**src/rtl/divmod_arbiter_if.sv**
```systemverilog
// Requester-side bundle of the shared divmod arbiter: operands in, ack/result pulses out.
// Zero latency (wires only); no backpressure, since every pulse is a single cycle.
// The arbiter connects to the slave modport.
interface divmod_arbiter_if #(
    parameter int N = 4,
    parameter int W = 16
);
    logic [N-1:0]   req_valid;
    logic [N*W-1:0] req_a;
    logic [N*W-1:0] req_b;
    logic [N-1:0]   req_ack;
    logic [N-1:0]   resp_valid;
    logic [W-1:0]   resp_div;
    logic [W-1:0]   resp_mod;
    logic           resp_error;
    logic           resp_tmo;

    modport master (
        output req_valid, req_a, req_b,
        input  req_ack, resp_valid, resp_div, resp_mod, resp_error, resp_tmo
    );

    modport slave (
        input  req_valid, req_a, req_b,
        output req_ack, resp_valid, resp_div, resp_mod, resp_error, resp_tmo
    );
endinterface

```
**src/rtl/divmod_arbiter.sv**
```systemverilog
// Round-robin arbiter sharing one divmod unit between N requesters, with a hang watchdog.
// Latency: resp_valid comes divmod latency + 3 cycles after the grant edge; at most TIMEOUT cycles after ISSUE.
// No backpressure: requesters hold req_valid until req_ack, and responses are unconditional 1-cycle pulses.
module divmod_arbiter #(
    parameter int N       = 4,
    parameter int W       = 16,
    parameter int TIMEOUT = 64
) (
    input  logic            clk,
    input  logic            rst,
    divmod_arbiter_if.slave host,
    output logic            busy,
    output logic            dm_go,
    output logic            dm_rst,
    output logic [W-1:0]    dm_a,
    output logic [W-1:0]    dm_b,
    input  logic            dm_ready,
    input  logic            dm_error,
    input  logic [W-1:0]    dm_div,
    input  logic [W-1:0]    dm_mod
);
    localparam int IW = (N > 1) ? $clog2(N) : 1;
    localparam int CW = $clog2(TIMEOUT);

    typedef enum logic [1:0] {IDLE, ISSUE, WAIT, RESP} state_t;

    state_t        state_q, state_d;
    logic [IW-1:0] ptr_q, ptr_d, id_q, id_d;
    logic [W-1:0]  a_q, a_d, b_q, b_d, div_q, div_d, mod_q, mod_d;
    logic          err_q, err_d, tmo_q, tmo_d;
    logic [CW-1:0] cnt_q, cnt_d;
    logic          grant_vld;
    logic [IW-1:0] grant_id;
    logic [IW-1:0] scan_idx;

    // Scan downwards so the last hit is the first set bit at or after ptr.
    always_comb begin
        grant_vld = 1'b0;
        grant_id  = '0;
        scan_idx  = '0;
        for (int i = N - 1; i >= 0; i--) begin
            scan_idx = IW'((int'(ptr_q) + i) % N);
            if (host.req_valid[scan_idx]) begin
                grant_vld = 1'b1;
                grant_id  = scan_idx;
            end
        end
    end

    always_comb begin
        state_d = state_q;
        ptr_d   = ptr_q;
        id_d    = id_q;
        a_d     = a_q;
        b_d     = b_q;
        div_d   = div_q;
        mod_d   = mod_q;
        err_d   = err_q;
        tmo_d   = tmo_q;
        cnt_d   = cnt_q;
        case (state_q)
            IDLE: begin
                if (grant_vld) begin
                    id_d    = grant_id;
                    a_d     = host.req_a[int'(grant_id) * W +: W];
                    b_d     = host.req_b[int'(grant_id) * W +: W];
                    state_d = ISSUE;
                end
            end
            ISSUE: begin
                cnt_d   = '0;
                state_d = WAIT;
            end
            WAIT: begin
                // cnt_q == 0 is the cycle where divmod is still dropping ready after go.
                if (cnt_q != '0 && dm_ready) begin
                    div_d   = dm_div;
                    mod_d   = dm_mod;
                    err_d   = dm_error;
                    tmo_d   = 1'b0;
                    state_d = RESP;
                end else if (cnt_q == CW'(TIMEOUT - 2)) begin
                    div_d   = '0;
                    mod_d   = '0;
                    err_d   = 1'b1;
                    tmo_d   = 1'b1;
                    state_d = RESP;
                end else begin
                    cnt_d = cnt_q + CW'(1);
                end
            end
            RESP: begin
                ptr_d   = IW'((int'(id_q) + 1) % N);
                state_d = IDLE;
            end
            default: state_d = IDLE;
        endcase
    end

    // Reset masks every output so nothing leaks from the state held before the reset edge.
    always_comb begin
        host.req_ack    = '0;
        host.resp_valid = '0;
        host.resp_div   = '0;
        host.resp_mod   = '0;
        host.resp_error = 1'b0;
        host.resp_tmo   = 1'b0;
        busy            = 1'b0;
        dm_go           = 1'b0;
        dm_a            = '0;
        dm_b            = '0;
        dm_rst          = rst;
        if (!rst) begin
            if (state_q != IDLE) begin
                busy = 1'b1;
                dm_a = a_q;
                dm_b = b_q;
            end
            if (state_q == ISSUE) begin
                host.req_ack[id_q] = 1'b1;
                dm_go              = 1'b1;
            end
            if (state_q == RESP) begin
                host.resp_valid[id_q] = 1'b1;
                host.resp_div         = div_q;
                host.resp_mod         = mod_q;
                host.resp_error       = err_q;
                host.resp_tmo         = tmo_q;
                dm_rst                = tmo_q;
            end
        end
    end

    always_ff @(posedge clk) begin
        if (rst) begin
            state_q <= IDLE;
            ptr_q   <= '0;
            id_q    <= '0;
            a_q     <= '0;
            b_q     <= '0;
            div_q   <= '0;
            mod_q   <= '0;
            err_q   <= 1'b0;
            tmo_q   <= 1'b0;
            cnt_q   <= '0;
        end else begin
            state_q <= state_d;
            ptr_q   <= ptr_d;
            id_q    <= id_d;
            a_q     <= a_d;
            b_q     <= b_d;
            div_q   <= div_d;
            mod_q   <= mod_d;
            err_q   <= err_d;
            tmo_q   <= tmo_d;
            cnt_q   <= cnt_d;
        end
    end
endmodule
```
**src/flat_wrapper.sv**
```systemverilog
// flat-port wrapper written by rule: the top's interface ports become plain ports
module divmod_arbiter_flat 
#(
    parameter int N       = 4,
    parameter int W       = 16,
    parameter int TIMEOUT = 64
)
  (clk, rst, busy, dm_go, dm_rst, dm_a, dm_b, dm_ready, dm_error, dm_div, dm_mod, host_req_valid, host_req_a, host_req_b, host_req_ack, host_resp_valid, host_resp_div, host_resp_mod, host_resp_error, host_resp_tmo);
  divmod_arbiter_if #(.N(N), .W(W)) host_i ();
  input  logic clk;
  input  logic rst;
  output logic busy;
  output logic dm_go;
  output logic dm_rst;
  output logic [W-1:0] dm_a;
  output logic [W-1:0] dm_b;
  input  logic dm_ready;
  input  logic dm_error;
  input  logic [W-1:0] dm_div;
  input  logic [W-1:0] dm_mod;
  input wire logic [$bits(host_i.req_valid)-1:0] host_req_valid;
  input wire logic [$bits(host_i.req_a)-1:0] host_req_a;
  input wire logic [$bits(host_i.req_b)-1:0] host_req_b;
  output wire logic [$bits(host_i.req_ack)-1:0] host_req_ack;
  output wire logic [$bits(host_i.resp_valid)-1:0] host_resp_valid;
  output wire logic [$bits(host_i.resp_div)-1:0] host_resp_div;
  output wire logic [$bits(host_i.resp_mod)-1:0] host_resp_mod;
  output wire logic [$bits(host_i.resp_error)-1:0] host_resp_error;
  output wire logic [$bits(host_i.resp_tmo)-1:0] host_resp_tmo;
  assign host_i.req_valid = host_req_valid;
  assign host_i.req_a = host_req_a;
  assign host_i.req_b = host_req_b;
  assign host_req_ack = host_i.req_ack;
  assign host_resp_valid = host_i.resp_valid;
  assign host_resp_div = host_i.resp_div;
  assign host_resp_mod = host_i.resp_mod;
  assign host_resp_error = host_i.resp_error;
  assign host_resp_tmo = host_i.resp_tmo;
  divmod_arbiter #(.N(N), .W(W), .TIMEOUT(TIMEOUT)) u_core (.clk(clk), .rst(rst), .host(host_i), .busy(busy), .dm_go(dm_go), .dm_rst(dm_rst), .dm_a(dm_a), .dm_b(dm_b), .dm_ready(dm_ready), .dm_error(dm_error), .dm_div(dm_div), .dm_mod(dm_mod));
endmodule
```
**config.mk**
```make
export PLATFORM = sky130hd
export DESIGN_NAME = divmod_arbiter_flat
export DESIGN_NICKNAME = d
export VERILOG_FILES = /design/src/rtl/divmod_arbiter_if.sv /design/src/rtl/divmod_arbiter.sv /design/src/flat_wrapper.sv
export SDC_FILE = /design/constraint.sdc
export NUM_CORES = 1
export LEC_CHECK = 0
export ABC_AREA = 1
export CORE_MARGIN = 2
export CORE_UTILIZATION = 42
export CTS_CLUSTER_DIAMETER = 150
export DETAILED_ROUTE_END_ITERATION = 8
export MAX_ROUTING_LAYER = met4
export PLACE_DENSITY = 0.84
export REMOVE_ABC_BUFFERS = 1
export SLEW_MARGIN = 40
export SYNTH_ARGS = -nofsm -noshare
export SYNTH_HDL_FRONTEND = slang
export SYNTH_SLANG_ARGS = --single-unit
```
**constraint.sdc**
```tcl
create_clock -name clk -period 2.4 [get_ports clk]
set_input_delay 0.48 -clock clk [delete_from_list [all_inputs] [get_ports clk]]
set_output_delay 0.48 -clock clk [all_outputs]
set_load 0.01 [all_outputs]
```
==> metrics list, run 1 <==
* Classification of the worst-slack hold path: reg2reg
- Xor and xnor area share after synthesis: 0.1673%
- The H-tree was split into 3 levels.
- Synthesized-area fraction occupied by and/or/nand/nor cells: 43.80%
- Overall via count from detail_route: 6261
- Cells after DPL: 1273
- Critical path buffers and inverters: 4
- Startpoint of the worst hold path: u_core.err_q$_SDFFE_PP0P_
- TritonCTS built the clock tree.
- Once the floorplan was initialized, standard cells occupied 43.23% of the core.
- Routed wire length per instance: 13.35 um
* Setup repair after global routing missed its margin: no
- 0 antenna diodes ended up in the layout.
* Reported max-cap violation count: 0
* LEAKAGE: 3.823 nW
- Power spread over the standard cell area amounts to 849.7 mW/mm^2.
* Worst Hold Path Cells: 2
- EDFF count, synth: 0
- Tot GR Track Use: 25.99%
- For the pin with the worst max-slew slack, the measured transition is 0.6006 ns.
* IO Port Bufs: 244
- CP Launch Type: flip-flop
* Clock slew at the register clock pins of the worst setup and hold paths: 0.06 ns
- In this run the critical register-to-register path is launched from u_core.ptr_q[0]$_SDFFE_PP0N_.
* Layout Skew: 0.006747 ns
- Setup total negative slack on the finished layout was measured at 0 ns.
- Final HPWL DP: 12250 um
* Pin count of the biggest net entering global routing: 81
* Hold-fix buffers, CTS: 0
- From synthesis to final layout, the design area changed by 55.36%.
- Number of detailed-routing iterations run before antenna repair: 5
- Largest cells by area after synthesis: sky130_fd_sc_hd__dfxtp_1 (30%), sky130_fd_sc_hd__nand2_1 (22%), sky130_fd_sc_hd__nand3_1 (10%)
* Total wire length after detailed routing: 17210 um
- The worst setup path is captured at an output port.
- The initial antenna violation count came to 0.
- The synthesized design spends more area on one cell type than any other, namely sky130_fd_sc_hd__dfxtp_1.
* Final setup fails: 0
- Top FF cell, synth: sky130_fd_sc_hd__dfxtp_1
- Cell with the biggest individual delay on the critical path: sky130_fd_sc_hd__dfxtp_2
- Start-to-end type of the worst setup path: reg2out
- Width of the die: 115.7 um
- Standard-cell row count: 40
* Height of the die: 115.7 um
* Vias per cell: 4.857
* Mean instance size in the synthesized netlist: 5.831 um^2
- Dominant combinational cell family by area after synthesis: simple AND/OR/NAND/NOR gates
- Post-synthesis register bit count: 78
- The endpoint identified for the worst register-to-register timing path is u_core.a_q[5]$_SDFFE_PP0P_.
- Post-layout instance count excluding filler cells: 1289
- Compound-gate portion of the synthesized area: 8.530%
- Maximum fanout encountered on the critical timing path: 24
- 245 I/O pins were placed.
* Number of clock sinks seen by CTS: 78
- The number of global-route vias before repair was 5709.
- Proportion of synthesized chip area in sequential cells: 29.82%
* Crit-path max cell delay: 0.36 ns
* Share of layout cells above drive strength 1: 5.798%
- Remaining max-slew budget at the tightest pin: 59.90%
- The synthesized netlist occupies a cell area of 0.005236 mm^2.
- Leading cell types by count after synthesis: sky130_fd_sc_hd__nand2_1 (309), sky130_fd_sc_hd__inv_1 (118), sky130_fd_sc_hd__nand3_1 (105)
- CTS root buf: sky130_fd_sc_hd__clkbuf_16
- YS warnings: 0
- Final-report max-slew violation count: 0
- Post-DRT Antenna Nets: 0
* Number of hold-slack violations in the final timing report: 0
* Count of unique library cells instantiated by Yosys: 25
- The signal on the critical path passes through inv_1 > ha_2 > nor2_2 > inv_1 > buf_12 > nor2_1 > clkdlybuf4s15_1.
* Mux cell area share after synthesis: 0%
* Number of design rule violations left after detail routing: 0
- Required time of the worst setup path: 1.92 ns
- Last weighted congestion value of the routability-driven placer: 0.8598
- Clock period minus final worst setup slack: 2.289 ns
* Result of the run: finished clean
- At the later pin of the worst-skew pair, clock insertion delay measures 0.33 ns.
- The first global-routing pass estimated 27130 um of wire.
- Worst-case clock buffer depth: 2
- TritonCTS created 9 clock buffers.
- Maximum operating frequency: 436.9 MHz
- Of the total synthesized cell area, the portion taken by full adders, half adders and majority gates is 2.628%.
- Sum of overflow across all layers after global routing: 0
- Area fraction of the dominant cell type after synthesis: 29.82%
- Most frequent cell on the critical path: sky130_fd_sc_hd__inv_1
- Crit path DAT: 1.81 ns
- The most common cell in the synthesized netlist is sky130_fd_sc_hd__nand2_1.
- The worst hold path terminates at u_core.err_q$_SDFFE_PP0P_.
- Cell count after synthesis: 898
- CP top delay family: buffers and inverters
* Area of the die: 0.01338 mm^2
* Slack of the worst reg-to-reg path: 0.25 ns
- Total core area: 0.01211 mm^2
- Depth of the most critical reg-to-reg path: 13
- In the final design database the tool counted 1295 nets.
* Ys async rst share: 0%
- Post-CTS timing repair inserted 0 buffers for setup.
- Iter 0 DRT Violations: 437
- Worst IR Drop VDD: 0.4034 mV
- Fillcell total: 1123
- After layout, the worst path uses 95.37% of the clock period.
==> registers in the layout (all words and copies together), names as in the netlist <==
signal and count:
u_core.b_q 16, u_core.a_q 16, u_core.mod_q 16, u_core.div_q 16, u_core.err_q 1, u_core.tmo_q 1
u_core.ptr_q 2, u_core.cnt_q 6, u_core.id_q 2, u_core.state_q 2
==> cell families after synthesis <==
logic type               Yosys count
AO/OA/AOI/OAI                     86
flip-flops                        78
buffers and inverters            183
XOR/XNOR                           1
adder cells (fa/ha/maj)           11
AND/OR/NAND/NOR                  539
==> timing repair <==
item,4_1_cts,5_1_grt
endpoints found under the hold margin,0,0
resized for setup,34,22
setup endpoints to repair,62,63
==> worst register-to-register path: stages, from the launching register on <==
cell	delay (ns)
sky130_fd_sc_hd__dfxtp_1	0.57
sky130_fd_sc_hd__inv_4	0.09
sky130_fd_sc_hd__nand2_1	0.09
sky130_fd_sc_hd__nand2_1	0.08
sky130_fd_sc_hd__nand2_2	0.11
sky130_fd_sc_hd__inv_1	0.04
sky130_fd_sc_hd__o21bai_1	0.14
sky130_fd_sc_hd__nand2_1	0.09
sky130_fd_sc_hd__nand2_2	0.09
sky130_fd_sc_hd__inv_2	0.46
sky130_fd_sc_hd__nand2_1	0.15
sky130_fd_sc_hd__nand3_1	0.09
sky130_fd_sc_hd__nand2_1	0.06
sky130_fd_sc_hd__inv_1	0.05
==> power breakdown <==
| group | switching, W | internal (W) |
|---|---|---|
| Clock | 0.000552 | 0.000948 |
| Combinational | 0.00215 | 0.00146 |
| Sequential | 0.000143 | 0.00166 |
| Total | 0.00284 | 0.00407 |
==> per-layer routing <==
layer	up-vias	GRT usage [%]	part of all wire [%]	routed length, um
li1	3197	-	-	-
met1	2807	32.42	43	7403
met2	223	42.88	49	8428
met3	34	4.027	5.6	966
met4	0	9.048	2.4	414
met5	-	-	0	0
==> worst max-delay path by stage <==
| stage | from | to | slack, ns | cells after the start |
|---|---|---|---|---|
| 5_1_grt | u_core.state_q[0]$_SDFFE_PP0P_ | dm_b[7] | 0.008 | 7 |
| 2_1_floorplan | u_core.ptr_q[0]$_SDFFE_PP0N_ | u_core.a_q[0]$_SDFFE_PP0P_ | -1.57 | 11 |
| 3_3_place_gp | host_req_valid[2] | u_core.a_q[5]$_SDFFE_PP0P_ | 0.005 | 13 |
| 6_report | u_core.state_q[0]$_SDFFE_PP0P_ | dm_b[7] | 0.11 | 7 |
| 4_1_cts | u_core.state_q[0]$_SDFFE_PP0P_ | host_resp_div[10] | 0.01 | 5 |
| 3_5_place_dp | host_req_valid[2] | u_core.a_q[5]$_SDFFE_PP0P_ | -0.03 | 13 |
==> per-stage QoR <==
step | hold slack [ns] | worst slack [ns] | instance area (um^2) | power (W) | util [%]
3_5_place_dp | 0.4451 | -0.02544 | 7845 | 0.005450 | 64.77
5_1_grt | 0.4777 | 0.007859 | 8135 | 0.007465 | 67.17
2_1_floorplan | 0.4343 | -1.565 | 4912 | 0.003963 | -
6_report | 0.4559 | 0.1110 | 8135 | 0.006913 | 67.17
4_1_cts | 0.4543 | 0.01093 | 8134 | 0.006914 | 67.16
3_3_place_gp | 0.4419 | 0.005074 | 7845 | 0.005388 | 64.77
==> layout by cell type (no fill, tap or decap), types with 3 or more instances in the layout <==
master and n:
sky130_fd_sc_hd__clkbuf_2 6, sky130_fd_sc_hd__a21oi_1 71, sky130_fd_sc_hd__o21ai_0 9, sky130_fd_sc_hd__dlygate4sd2_1 23, sky130_fd_sc_hd__nor2_2 3, sky130_fd_sc_hd__buf_4 16, sky130_fd_sc_hd__nand2_1 307, sky130_fd_sc_hd__dfxtp_1 76
sky130_fd_sc_hd__ha_1 9, sky130_fd_sc_hd__buf_12 8, sky130_fd_sc_hd__inv_2 5, sky130_fd_sc_hd__nand3_1 104, sky130_fd_sc_hd__nand2_2 5, sky130_fd_sc_hd__inv_1 117, sky130_fd_sc_hd__clkdlybuf4s15_1 3, sky130_fd_sc_hd__clkbuf_16 9
sky130_fd_sc_hd__nand3_2 3, sky130_fd_sc_hd__nand3b_1 29, sky130_fd_sc_hd__nor2_1 85, sky130_fd_sc_hd__a211oi_1 4, sky130_fd_sc_hd__clkdlybuf4s50_1 209
==> layout make-up <==
class | instances | area, um^2 | area share (%)
Multi-Input combinational cell | 637 | 2914 | 35.82
Tap cell | 168 | 210.2 | 2.584
Inverter | 123 | 464.2 | 5.706
Clock buffer | 12 | 246.5 | 3.030
Sequential cell | 78 | 1564 | 19.22
Timing Repair Buffer | 267 | 2659 | 32.68
Clock inverter | 4 | 77.57 | 0.9536
(Power assumes the default switching activity.)
==> run 2, diff against run 1 <==
--- a/config.mk
+++ b/config.mk
@@ -6,14 +6,15 @@
 export NUM_CORES = 1
 export LEC_CHECK = 0
 export ABC_AREA = 1
-export CORE_MARGIN = 2
+export CORE_MARGIN = 5
 export CORE_UTILIZATION = 42
 export CTS_CLUSTER_DIAMETER = 150
 export DETAILED_ROUTE_END_ITERATION = 8
+export HOLD_SLACK_MARGIN = 0.02
 export MAX_ROUTING_LAYER = met4
 export PLACE_DENSITY = 0.84
 export REMOVE_ABC_BUFFERS = 1
-export SLEW_MARGIN = 40
+export SLEW_MARGIN = 10
 export SYNTH_ARGS = -nofsm -noshare
 export SYNTH_HDL_FRONTEND = slang
 export SYNTH_SLANG_ARGS = --single-unit
==> run 2 against run 1 <==
Largest power group unchanged. Core utilization down 0.53 points. Sequential power about the same. Via count down 0.77%. Critical endpoint is now dm_b[12]. Global-route usage down 2.3 points. Highest routed layer unchanged. Clock skew up 0.0040 ns.
==> metrics list, run 2 (synthesized netlist as in run 1, its figures left out) <==
* Vias per cell: 4.831 (was 4.857)
* Final HPWL DP: 12970 um (was 12250 um)
- Synth-to-Final Area Change: 54.15% (was 55.36%)
- Slack of the worst reg-to-reg path: 0.32 ns (was 0.25 ns)
- The pin count of the biggest net entering global routing is 75 (was 81).
* Startpoint of the worst hold path: u_core.err_q$_SDFFE_PP0P_ (unchanged)
- The wire length reported by the detailed router came to 17520 um (was 17210 um).
- The core occupancy in the finished layout came to 66.64% (was 67.17%).
- The launch point of the worst path is u_core.state_q[0]$_SDFFE_PP0P_ (unchanged).
- LEAKAGE: 3.799 nW (was 3.823 nW)
* Number of clock sinks seen by CTS: 78 (unchanged)
- The initial antenna violation count was 0 (unchanged).
- Io pins: 245 (unchanged)
* Slew @ Worst Pin: 0.5035 ns (was 0.6006 ns)
- The ratio of final minimum period to clock period came to 97.62% (was 95.37%).
- Initial cell density of the core: 43.23% (unchanged)
* Last weighted congestion value of the routability-driven placer: 0.8973 (was 0.8598)
- Clock buffers created by TritonCTS: 9 (unchanged)
* Number of detailed-routing iterations run before antenna repair: 5 (unchanged)
- The total overflow reported by the global router is 0 (unchanged).
- The aggregate global-route resource usage is 23.72% (was 25.99%).
- Post-layout instance count excluding filler cells: 1286 (was 1289)
- Antenna cells: 0 (unchanged)
- Standard-cell row count: 40 (unchanged)
- The number of max-slew violations in the final report was 0 (unchanged).
- The startpoint of the most critical register-to-register path was u_core.ptr_q[0]$_SDFFE_PP0N_ (unchanged).
* Total Neg Setup Slack: 0 ns (unchanged)
- The relative slew slack was 66.39% (was 59.90%).
* Iter 0 DRT Violations: 390 (was 437)
* Number of design rule violations left after detail routing: 0 (unchanged)
* Post-Place Cell Area: 0.007823 mm^2 (was 0.007845 mm^2)
- The number of global-route vias before repair is 5822 (was 5709).
* Reported max-cap violation count: 0 (unchanged)
* CP Launch Type: flip-flop (unchanged)
* Result of the run: finished clean (unchanged)
- Kind of capture point of the worst setup path: output port (unchanged)
- The clock tree buffer depth was 2 (unchanged).
- Worst IR Drop VDD: 0.4533 mV (was 0.4034 mV)
* Fillcell total: 1133 (was 1123)
- The critical path class is reg2out (unchanged).
* Classification of the worst-slack hold path: reg2reg (unchanged)
* Clock period minus final worst setup slack: 2.343 ns (was 2.289 ns)
- Required time of the worst setup path: 1.92 ns (about the same)
- Setup repair after global routing missed its margin: yes (was no)
- The post-CTS clock slew at the launch and capture registers of the worst setup and hold paths came to 0.06 ns (about the same).
* Net count reported at finish: 1292 (was 1295)
* Leading cell types in the layout, fill and taps excluded: sky130_fd_sc_hd__nand2_1 (307), sky130_fd_sc_hd__clkdlybuf4s50_1 (206), sky130_fd_sc_hd__inv_1 (118) (was sky130_fd_sc_hd__nand2_1 (307), sky130_fd_sc_hd__clkdlybuf4s50_1 (209), sky130_fd_sc_hd__inv_1 (117))
* Final instance area: 0.008071 mm^2 (was 0.008135 mm^2)
- Commonest non-fill, non-tap cell in the layout: sky130_fd_sc_hd__nand2_1 (unchanged)
- The floorplan die width was 121.7 um (was 115.7 um).
- The worst hold slack is 0.4611 ns (was 0.4559 ns).
* TritonCTS clock tree: done (unchanged)
* Maximum fanout encountered on the critical timing path: 5 (was 24)
- The data arrival time of the critical path came to 1.86 ns (was 1.81 ns).
* Wire length of the first global-routing pass: 27800 um (was 27130 um)
* Cells after DPL: 1270 (was 1273)
- The H-tree depth reported by CTS is 3 (unchanged).
- The highest clock rate was 426.8 MHz (was 436.9 MHz).
- The number of nets with antenna violations after detailed routing was 0 (unchanged).
- Number of hold-slack violations in the final timing report: 0 (unchanged)
- The average wire length per cell after detail routing was 13.63 um (was 13.35 um).
- IO Port Bufs: 244 (unchanged)
* Power per cell area: 826.1 mW/mm^2 (was 849.7 mW/mm^2)
* Layout Skew: 0.01071 ns (was 0.006747 ns)
* Final setup fails: 0 (unchanged)
- The number of setup buffers added after CTS was 0 (unchanged).
- Overall via count from detail_route: 6213 (was 6261)
- The area of the die is 0.01480 mm^2 (was 0.01338 mm^2).
- Clk Latency, worst-skew pair: 0.35 ns (was 0.33 ns)
- The placeable core area is 0.01211 mm^2 (unchanged).
* CTS root buf: sky130_fd_sc_hd__clkbuf_16 (unchanged)
- Height of the die: 121.7 um (was 115.7 um)
- Share of layout cells above drive strength 1: 5.814% (was 5.798%)
==> run 2: per-layer routing <==
| layer | vias up | share of wire, % | track usage, % |
|---|---|---|---|
| met5 | - | 0 | - |
| met4 | 0 | 3.2 | 9.174 |
| met3 | 40 | 5.8 | 5.989 |
| met2 | 196 | 50 | 39.69 |
| met1 | 2783 | 41 | 27.34 |
| li1 | 3194 | - | - |
==> run 2: worst paths after layout <==
kind	endpoint	depth (start not counted)
worst max register to register	u_core.a_q[11]$_SDFFE_PP0P_	13
worst max-delay path	dm_b[12]	6
worst min register to register	u_core.err_q$_SDFFE_PP0P_	2
worst min-delay path	u_core.err_q$_SDFFE_PP0P_	2
==> run 2: repair_timing <==
action,4_1_cts,5_1_grt
hold buffers,0,0
resized for setup,34,37
endpoints found under the setup margin,62,64
==> run 2: area by class of cell <==
class	count	area, um^2	area share, %
multi-input combinational	637	2909	36.04
timing repair buffer	264	2634	32.63
sequential	78	1564	19.38
inverter	123	464.2	5.751
clock buffer	9	225.2	2.790
tap	168	210.2	2.604
clock inverter	7	65.06	0.8061
==> run 2: critical path, stage by stage, from the launching register on <==
cell	delay (ns)
sky130_fd_sc_hd__dfxtp_2	0.37
sky130_fd_sc_hd__inv_1	0.09
sky130_fd_sc_hd__ha_1	0.23
sky130_fd_sc_hd__inv_1	0.13
sky130_fd_sc_hd__nand2_1	0.06
sky130_fd_sc_hd__nor2_1	0.09
sky130_fd_sc_hd__clkdlybuf4s50_1	0.54
==> run 2: stage by stage <==
| step | setup slack [ns] | power, W |
|---|---|---|
| after detailed placement | 0.04255 | 0.005421 |
| after floorplan | -1.565 | 0.003963 |
| after CTS | -0.02446 | 0.006711 |
| after global placement | 0.09661 | 0.005354 |
| final | 0.05703 | 0.006668 |
| after global routing | -0.06804 | 0.007256 |
==> run 2: where the power goes <==
group          internal (W)  total (W)  switching (W)
clock network      0.000726    0.00134       0.000611
logic               0.00143    0.00353        0.00210
registers           0.00166    0.00181       0.000149
total               0.00381    0.00667        0.00286
